**src/rtl/muldiv_pkg.sv**
```systemverilog
// Shared definitions for the iterative multiply/divide unit: operation and
// FSM state encodings plus the default datapath width.
package muldiv_pkg;

    localparam int MULDIV_WIDTH = 32;

    typedef enum logic [1:0] {
        OP_MULTU = 2'b00,
        OP_MULT  = 2'b01,
        OP_DIVU  = 2'b10,
        OP_DIV   = 2'b11
    } op_e;

    typedef enum logic [1:0] {
        ST_IDLE = 2'b00,
        ST_CALC = 2'b01,
        ST_DONE = 2'b10
    } state_e;

    // Bit 1 of the opcode selects divide, bit 0 selects signed operation.
    function automatic logic op_is_div(input logic [1:0] op);
        return op[1];
    endfunction

    function automatic logic op_is_signed(input logic [1:0] op);
        return op[0];
    endfunction

endpackage

```
**src/rtl/muldiv_sign_adjust.sv**
```systemverilog
// Combinational sign handling around the unsigned iterative core: magnitudes
// and sign flags of the operands going in, two's-complement fix-up coming out.
module muldiv_sign_adjust
    import muldiv_pkg::*;
#(
    parameter int size = MULDIV_WIDTH
) (
    input  logic              signed_i,
    input  logic [size-1:0]   src1_i,
    input  logic [size-1:0]   src2_i,
    output logic [size-1:0]   abs1_o,
    output logic [size-1:0]   abs2_o,
    output logic              sign1_o,
    output logic              sign2_o,
    input  logic [2*size-1:0] prod_mag_i,
    input  logic              neg_prod_i,
    output logic [2*size-1:0] prod_o,
    input  logic [size-1:0]   quot_mag_i,
    input  logic              neg_quot_i,
    output logic [size-1:0]   quot_o,
    input  logic [size-1:0]   rem_mag_i,
    input  logic              neg_rem_i,
    output logic [size-1:0]   rem_o
);

    // The most negative value maps to itself, which reads correctly as an
    // unsigned magnitude.
    assign sign1_o = signed_i & src1_i[size-1];
    assign sign2_o = signed_i & src2_i[size-1];
    assign abs1_o  = sign1_o ? (~src1_i + 1'b1) : src1_i;
    assign abs2_o  = sign2_o ? (~src2_i + 1'b1) : src2_i;

    assign prod_o  = neg_prod_i ? (~prod_mag_i + 1'b1) : prod_mag_i;
    assign quot_o  = neg_quot_i ? (~quot_mag_i + 1'b1) : quot_mag_i;
    assign rem_o   = neg_rem_i  ? (~rem_mag_i + 1'b1)  : rem_mag_i;

endmodule

```
**src/rtl/mul_div_unit.sv**
```systemverilog
// Iterative MULT/MULTU/DIV/DIVU unit: shift-add multiply, restoring divide,
// one bit per clock. Optional abort input enabled by macro MULDIV_FLUSH_EN.
module mul_div_unit
    import muldiv_pkg::*;
#(
    parameter int size = MULDIV_WIDTH
) (
    input  logic            clk_i,
    input  logic            rst_i,
    input  logic            start_i,
    input  logic [1:0]      op_i,
    input  logic [size-1:0] src1_i,
    input  logic [size-1:0] src2_i,
`ifdef MULDIV_FLUSH_EN
    input  logic            flush_i,
`endif
    output logic            busy_o,
    output logic            done_o,
    output logic [size-1:0] hi_o,
    output logic [size-1:0] lo_o,
    output logic            div_by_zero_o
);

    localparam int CNT_W = (size > 1) ? $clog2(size) : 1;

    state_e            state_q, state_d;
    logic [CNT_W-1:0]  cnt_q, cnt_d;
    logic [size-1:0]   acc_hi_q, acc_hi_d;
    logic [size-1:0]   acc_lo_q, acc_lo_d;
    logic [size-1:0]   opnd_q, opnd_d;
    logic [size-1:0]   src1_raw_q, src1_raw_d;
    logic              is_div_q, is_div_d;
    logic              dz_q, dz_d;
    logic              neg_res_q, neg_res_d;
    logic              neg_rem_q, neg_rem_d;
    logic [size-1:0]   hi_q, hi_d;
    logic [size-1:0]   lo_q, lo_d;
    logic              dz_out_q, dz_out_d;

    logic              flush_w;
    logic              accept;
    logic              last_iter;
    logic              finish;

    logic [size-1:0]   abs1, abs2;
    logic              sign1, sign2;
    logic [2*size-1:0] prod_adj;
    logic [size-1:0]   quot_adj, rem_adj;

    logic [size:0]     mul_sum;
    logic [size:0]     div_shift;
    logic              div_ge;
    logic [size-1:0]   div_sub;
    logic [size-1:0]   hi_nx, lo_nx;

`ifdef MULDIV_FLUSH_EN
    assign flush_w = flush_i;
`else
    assign flush_w = 1'b0;
`endif

    assign accept    = (state_q == ST_IDLE) && start_i;
    assign last_iter = (state_q == ST_CALC) && (cnt_q == CNT_W'(size - 1));
    assign finish    = last_iter && !flush_w;

    muldiv_sign_adjust #(.size(size)) u_sign_adjust (
        .signed_i   (op_is_signed(op_i)),
        .src1_i     (src1_i),
        .src2_i     (src2_i),
        .abs1_o     (abs1),
        .abs2_o     (abs2),
        .sign1_o    (sign1),
        .sign2_o    (sign2),
        .prod_mag_i ({hi_nx, lo_nx}),
        .neg_prod_i (neg_res_q),
        .prod_o     (prod_adj),
        .quot_mag_i (lo_nx),
        .neg_quot_i (neg_res_q),
        .quot_o     (quot_adj),
        .rem_mag_i  (hi_nx),
        .neg_rem_i  (neg_rem_q),
        .rem_o      (rem_adj)
    );

    // One iteration. Multiply keeps {partial, multiplier} and shifts right;
    // divide keeps {remainder, dividend/quotient} and shifts left.
    assign mul_sum   = {1'b0, acc_hi_q} + (acc_lo_q[0] ? {1'b0, opnd_q} : {(size+1){1'b0}});
    assign div_shift = {acc_hi_q, acc_lo_q[size-1]};
    assign div_ge    = div_shift >= {1'b0, opnd_q};
    // The difference is below 2**size whenever it is kept, so low bits suffice.
    assign div_sub   = div_shift[size-1:0] - opnd_q;

    always_comb begin
        if (is_div_q) begin
            hi_nx = div_ge ? div_sub : div_shift[size-1:0];
            lo_nx = {acc_lo_q[size-2:0], div_ge};
        end else begin
            hi_nx = mul_sum[size:1];
            lo_nx = {mul_sum[0], acc_lo_q[size-1:1]};
        end
    end

    always_ff @(posedge clk_i) begin
        if (rst_i) begin
            state_q <= ST_IDLE;
        end else begin
            state_q <= state_d;
        end
    end

    always_comb begin
        state_d = state_q;
        case (state_q)
            ST_IDLE: if (start_i) state_d = ST_CALC;
            ST_CALC: begin
                if (flush_w)        state_d = ST_IDLE;
                else if (last_iter) state_d = ST_DONE;
            end
            ST_DONE: state_d = ST_IDLE;
            default: state_d = ST_IDLE;
        endcase
    end

    always_comb begin
        busy_o = (state_q != ST_IDLE);
        done_o = (state_q == ST_DONE);
    end

    always_comb begin
        cnt_d      = cnt_q;
        acc_hi_d   = acc_hi_q;
        acc_lo_d   = acc_lo_q;
        opnd_d     = opnd_q;
        src1_raw_d = src1_raw_q;
        is_div_d   = is_div_q;
        dz_d       = dz_q;
        neg_res_d  = neg_res_q;
        neg_rem_d  = neg_rem_q;
        hi_d       = hi_q;
        lo_d       = lo_q;
        dz_out_d   = dz_out_q;

        if (accept) begin
            cnt_d      = '0;
            is_div_d   = op_is_div(op_i);
            dz_d       = op_is_div(op_i) && (src2_i == '0);
            neg_res_d  = sign1 ^ sign2;
            neg_rem_d  = sign1;
            src1_raw_d = src1_i;
            acc_hi_d   = '0;
            if (op_is_div(op_i)) begin
                acc_lo_d = abs1;
                opnd_d   = abs2;
            end else begin
                acc_lo_d = abs2;
                opnd_d   = abs1;
            end
        end else if (state_q == ST_CALC) begin
            cnt_d    = cnt_q + CNT_W'(1);
            acc_hi_d = hi_nx;
            acc_lo_d = lo_nx;
            if (finish) begin
                if (!is_div_q) begin
                    {hi_d, lo_d} = prod_adj;
                    dz_out_d     = 1'b0;
                end else if (dz_q) begin
                    hi_d     = src1_raw_q;
                    lo_d     = '1;
                    dz_out_d = 1'b1;
                end else begin
                    hi_d     = rem_adj;
                    lo_d     = quot_adj;
                    dz_out_d = 1'b0;
                end
            end
        end
    end

    always_ff @(posedge clk_i) begin
        if (rst_i) begin
            cnt_q      <= '0;
            acc_hi_q   <= '0;
            acc_lo_q   <= '0;
            opnd_q     <= '0;
            src1_raw_q <= '0;
            is_div_q   <= 1'b0;
            dz_q       <= 1'b0;
            neg_res_q  <= 1'b0;
            neg_rem_q  <= 1'b0;
            hi_q       <= '0;
            lo_q       <= '0;
            dz_out_q   <= 1'b0;
        end else begin
            cnt_q      <= cnt_d;
            acc_hi_q   <= acc_hi_d;
            acc_lo_q   <= acc_lo_d;
            opnd_q     <= opnd_d;
            src1_raw_q <= src1_raw_d;
            is_div_q   <= is_div_d;
            dz_q       <= dz_d;
            neg_res_q  <= neg_res_d;
            neg_rem_q  <= neg_rem_d;
            hi_q       <= hi_d;
            lo_q       <= lo_d;
            dz_out_q   <= dz_out_d;
        end
    end

    assign hi_o          = hi_q;
    assign lo_o          = lo_q;
    assign div_by_zero_o = dz_out_q;

endmodule

```
**config.mk**
```make
export PLATFORM = sky130hd
export DESIGN_NAME = mul_div_unit
export DESIGN_NICKNAME = d
export VERILOG_FILES = /design/src/rtl/muldiv_pkg.sv /design/src/rtl/muldiv_sign_adjust.sv /design/src/rtl/mul_div_unit.sv
export SDC_FILE = /design/constraint.sdc
export NUM_CORES = 1
export LEC_CHECK = 0
export ABC_AREA = 1
export BUFFER_PORTS_ARGS = -buffer_cell sky130_fd_sc_hd__buf_2
export CAP_MARGIN = 20
export CORE_UTILIZATION = 45
export CTS_CLUSTER_SIZE = 10
export DETAILED_ROUTE_END_ITERATION = 8
export GPL_ROUTABILITY_DRIVEN = 1
export SYNTH_ARGS = -nofsm -noshare
export SYNTH_HDL_FRONTEND = slang
export SYNTH_HIERARCHICAL = 1
export SYNTH_SLANG_ARGS = --single-unit
```
**constraint.sdc**
```tcl
create_clock -name clk_i -period 7.38 [get_ports clk_i]
set_input_delay 1.476 -clock clk_i [delete_from_list [all_inputs] [get_ports clk_i]]
set_output_delay 1.476 -clock clk_i [all_outputs]
set_load 0.02 [all_outputs]
```
==> impl_results.md <==
* TritonRoute pass-1 iters at 6
* Final ANT Viol Nets at 0
* Critical Path Most Common Cell: nand2_1
* Worst min path class: flip-flop to flip-flop
* # Max-Cap Violations at 0
* Yosys cell types at 56
* Synth Register Bits at 204
* CTS root buffer: clkbuf_16
* Routed wire per std cell at 21.8 um
* Maximum clock path buffer count at 3
* Outcome: finished, final reports clean
* Fin crit share at 65.9%
* # hold bufs at CTS at 0
* Commonest non-fill, non-tap cell in the layout: nand2_1
* Final clock skew at 19.5 ps
* Hpwl dp at 75.4 mm
* CTS tree: built
* Tot Pwr at 4.86 mW
* First-pass GRT wire length at 141 mm
* Required @ worst endpoint at 7820 ps
* Reg2Reg Setup Slack at 2510 ps
* Sequential area share after synthesis at 19.6%
* Core Region at 45600 sq um
* RSZ-0062 raised after global routing: no
* Yosys warnings at 6
* Post-synth EDFFs at 0
* # resized after CTS at 0
* Fin worst setup slack at 2510 ps
* Max_slew headroom at 24.5%
* Vias in the first global route at 22800
* Finished Layout Cells at 4342
* Initial antenna violation count at 9
* GRT Overall Usage at 39.2%
* Die Width at 217 um
* Post-Layout Inst Area at 22900 sq um
* Via density at 5.83
* Clk_lat worst skew at 580 ps
* Synth Instances at 3667
* CP arrival at 5310 ps
* WP buf/inv at 1
* Global route overflow at 0
* Final setup vio count at 0
* Fin util at 50.2%
* Placer Congestion at 1.13
* Residual DRC count at 0
* # nets final at 3866
* Total CTS buffers at 28
* Slowest cell delay on critical path at 930 ps
* Clk sink count at 204
* Achievable frequency at 205 MHz
* DIE AREA at 47200 sq um
* Area growth syn-to-layout at 9.65%
* Worst slew pin tran at 1120 ps
* Reg clk slew, reported paths at 60 ps
* Max Slew Vio Count at 0
* TNS Setup at 0 ps
* Peak VDD IR at 0.170 mV
* Pwr/cell area at 213 nW/um^2
* Final Hold Viols at 0
* Io pins at 136
* Crit. End Element: flip-flop
* Final hold slack at 463 ps
* Leak at 11.6 nW
* Die height at 217 um
* Avg Inst Size Synth at 5.69 sq um
* Slowest CP cell: dfxtp_2
* Fill cells at 4927
* Place WS at 2420 ps
* Inst Count DP at 4291
* Iter 0 DRT Violations at 3328
* Syn Nets at 3809
* Via Count at 25300
* Most frequent cells in the layout: nand2_1 (1085), inv_1 (456), nor2_1 (419), o21ai_0 (283), nand3_1 (231)
* H-tree depth at 1
* Pin count of the biggest net entering global routing at 96
* Starting density of the core at 45.8%
* IO Port Bufs at 135
* Post-synthesis instance area at 20900 sq um
* Critical path type: flip-flop to flip-flop
* Fraction of layout cells with a size suffix above 1 at 9.93%
* Post-synth top flop: dfxtp_1
* Placed Area at 21900 sq um
* Worst setup SP type: flip-flop
* Post-CTS Setup Repair Bufs at 0
* Crit-path max FO at 34
* Asr flop ratio synth at 0%
* Crit-path leading delay family: simple AND/OR/NAND/NOR gates
* # rows at 78
* Drt total wl at 94.7 mm
* Final min period at 4870 ps
-- routing by layer --
metal / vias to the layer above / global-route usage (%) / part of all wire (%)
li1: 11900 / - / -
met1: 11700 / 54.2 / 43
met2: 1425 / 58.6 / 41
met3: 215 / 9.06 / 11
met4: 6 / 14.9 / 4.1
met5: - / 0 / 0.046
-- Yosys cell counts, drive strengths merged, types with 8 or more instances --
| cell type | instances | area share [%] |
|---|---|---|
| nor2 | 451 | 8.7 |
| a31oi | 55 | 1.7 |
| nor4 | 8 | 0.24 |
| nand2 | 1129 | 21 |
| a21oi | 229 | 5.6 |
| ha | 71 | 4.3 |
| buf | 41 | 1.3 |
| nand3 | 266 | 7.3 |
| nor3 | 15 | 0.36 |
| nand4 | 50 | 1.5 |
| o21ai | 302 | 7.6 |
| xor2 | 90 | 3.8 |
| dfxtp | 204 | 20 |
| nand3b | 28 | 1.0 |
| a22oi | 31 | 1.1 |
| clkbuf | 105 | 1.9 |
| inv | 471 | 8.5 |
| o22ai | 32 | 0.96 |
| xnor2 | 47 | 2.0 |
-- final cells by class --
| type | instances | area (sq um) | area share (%) |
|---|---|---|---|
| Tap cell | 600 | 751 | 3.28 |
| Sequential cell | 204 | 4090 | 17.9 |
| Clock buffer | 34 | 785 | 3.43 |
| Multi-Input combinational cell | 2844 | 14400 | 62.8 |
| Clock inverter | 9 | 151 | 0.662 |
| Inverter | 473 | 1780 | 7.76 |
| Timing Repair Buffer | 173 | 951 | 4.16 |
| Antenna cell | 5 | 12.5 | 0.0547 |
-- worst reg2reg max path, delay by kind of cell (launching register included) --
family                   cells  cell delay (ps)
AO/OA/AOI/OAI                5             1240
adder cells (fa/ha/maj)      2              460
buffers and inverters        1              100
flip-flops                   1              930
AND/OR/NAND/NOR             17             1990
-- worst paths after layout --
| check | from | end | depth (start not counted) |
|---|---|---|---|
| max | acc_lo_q[0] | hi_o[20] | 25 |
| min | acc_lo_q[4] | acc_lo_q[4] | 2 |
| max reg2reg | acc_lo_q[0] | hi_o[20] | 25 |
| min reg2reg | acc_lo_q[4] | acc_lo_q[4] | 2 |
-- where the power goes --
part | switching [mW] | internal (mW) | leakage, nW
Clock | 0.566 | 0.881 | 0.460
Sequential | 0.0743 | 1.16 | 1.67
Combinational | 1.57 | 0.611 | 9.46
-- cells by family (layout without fill, tap and decap cells) --
kind of cell,after synthesis,in the layout,synth area share (%)
simple gates,1959,1959,40.4
compound gates,675,675,18.1
buf+inv,619,689,11.7
flops,204,204,19.6
xor+xnor,137,137,5.75
fa+ha+maj,73,73,4.45
other cells,0,5,0
-- flip-flops by register name, indices dropped and copies added, names as in the netlist --
name,flops
neg_rem_q,1
div_by_zero_o,1
lo_o,32
dz_q,1
cnt_q,5
acc_hi_q,32
src1_raw_q,32
acc_lo_q,32
state_q,2
neg_res_q,1
is_div_q,1
opnd_q,32
hi_o,32
(Power assumes the default switching activity.)
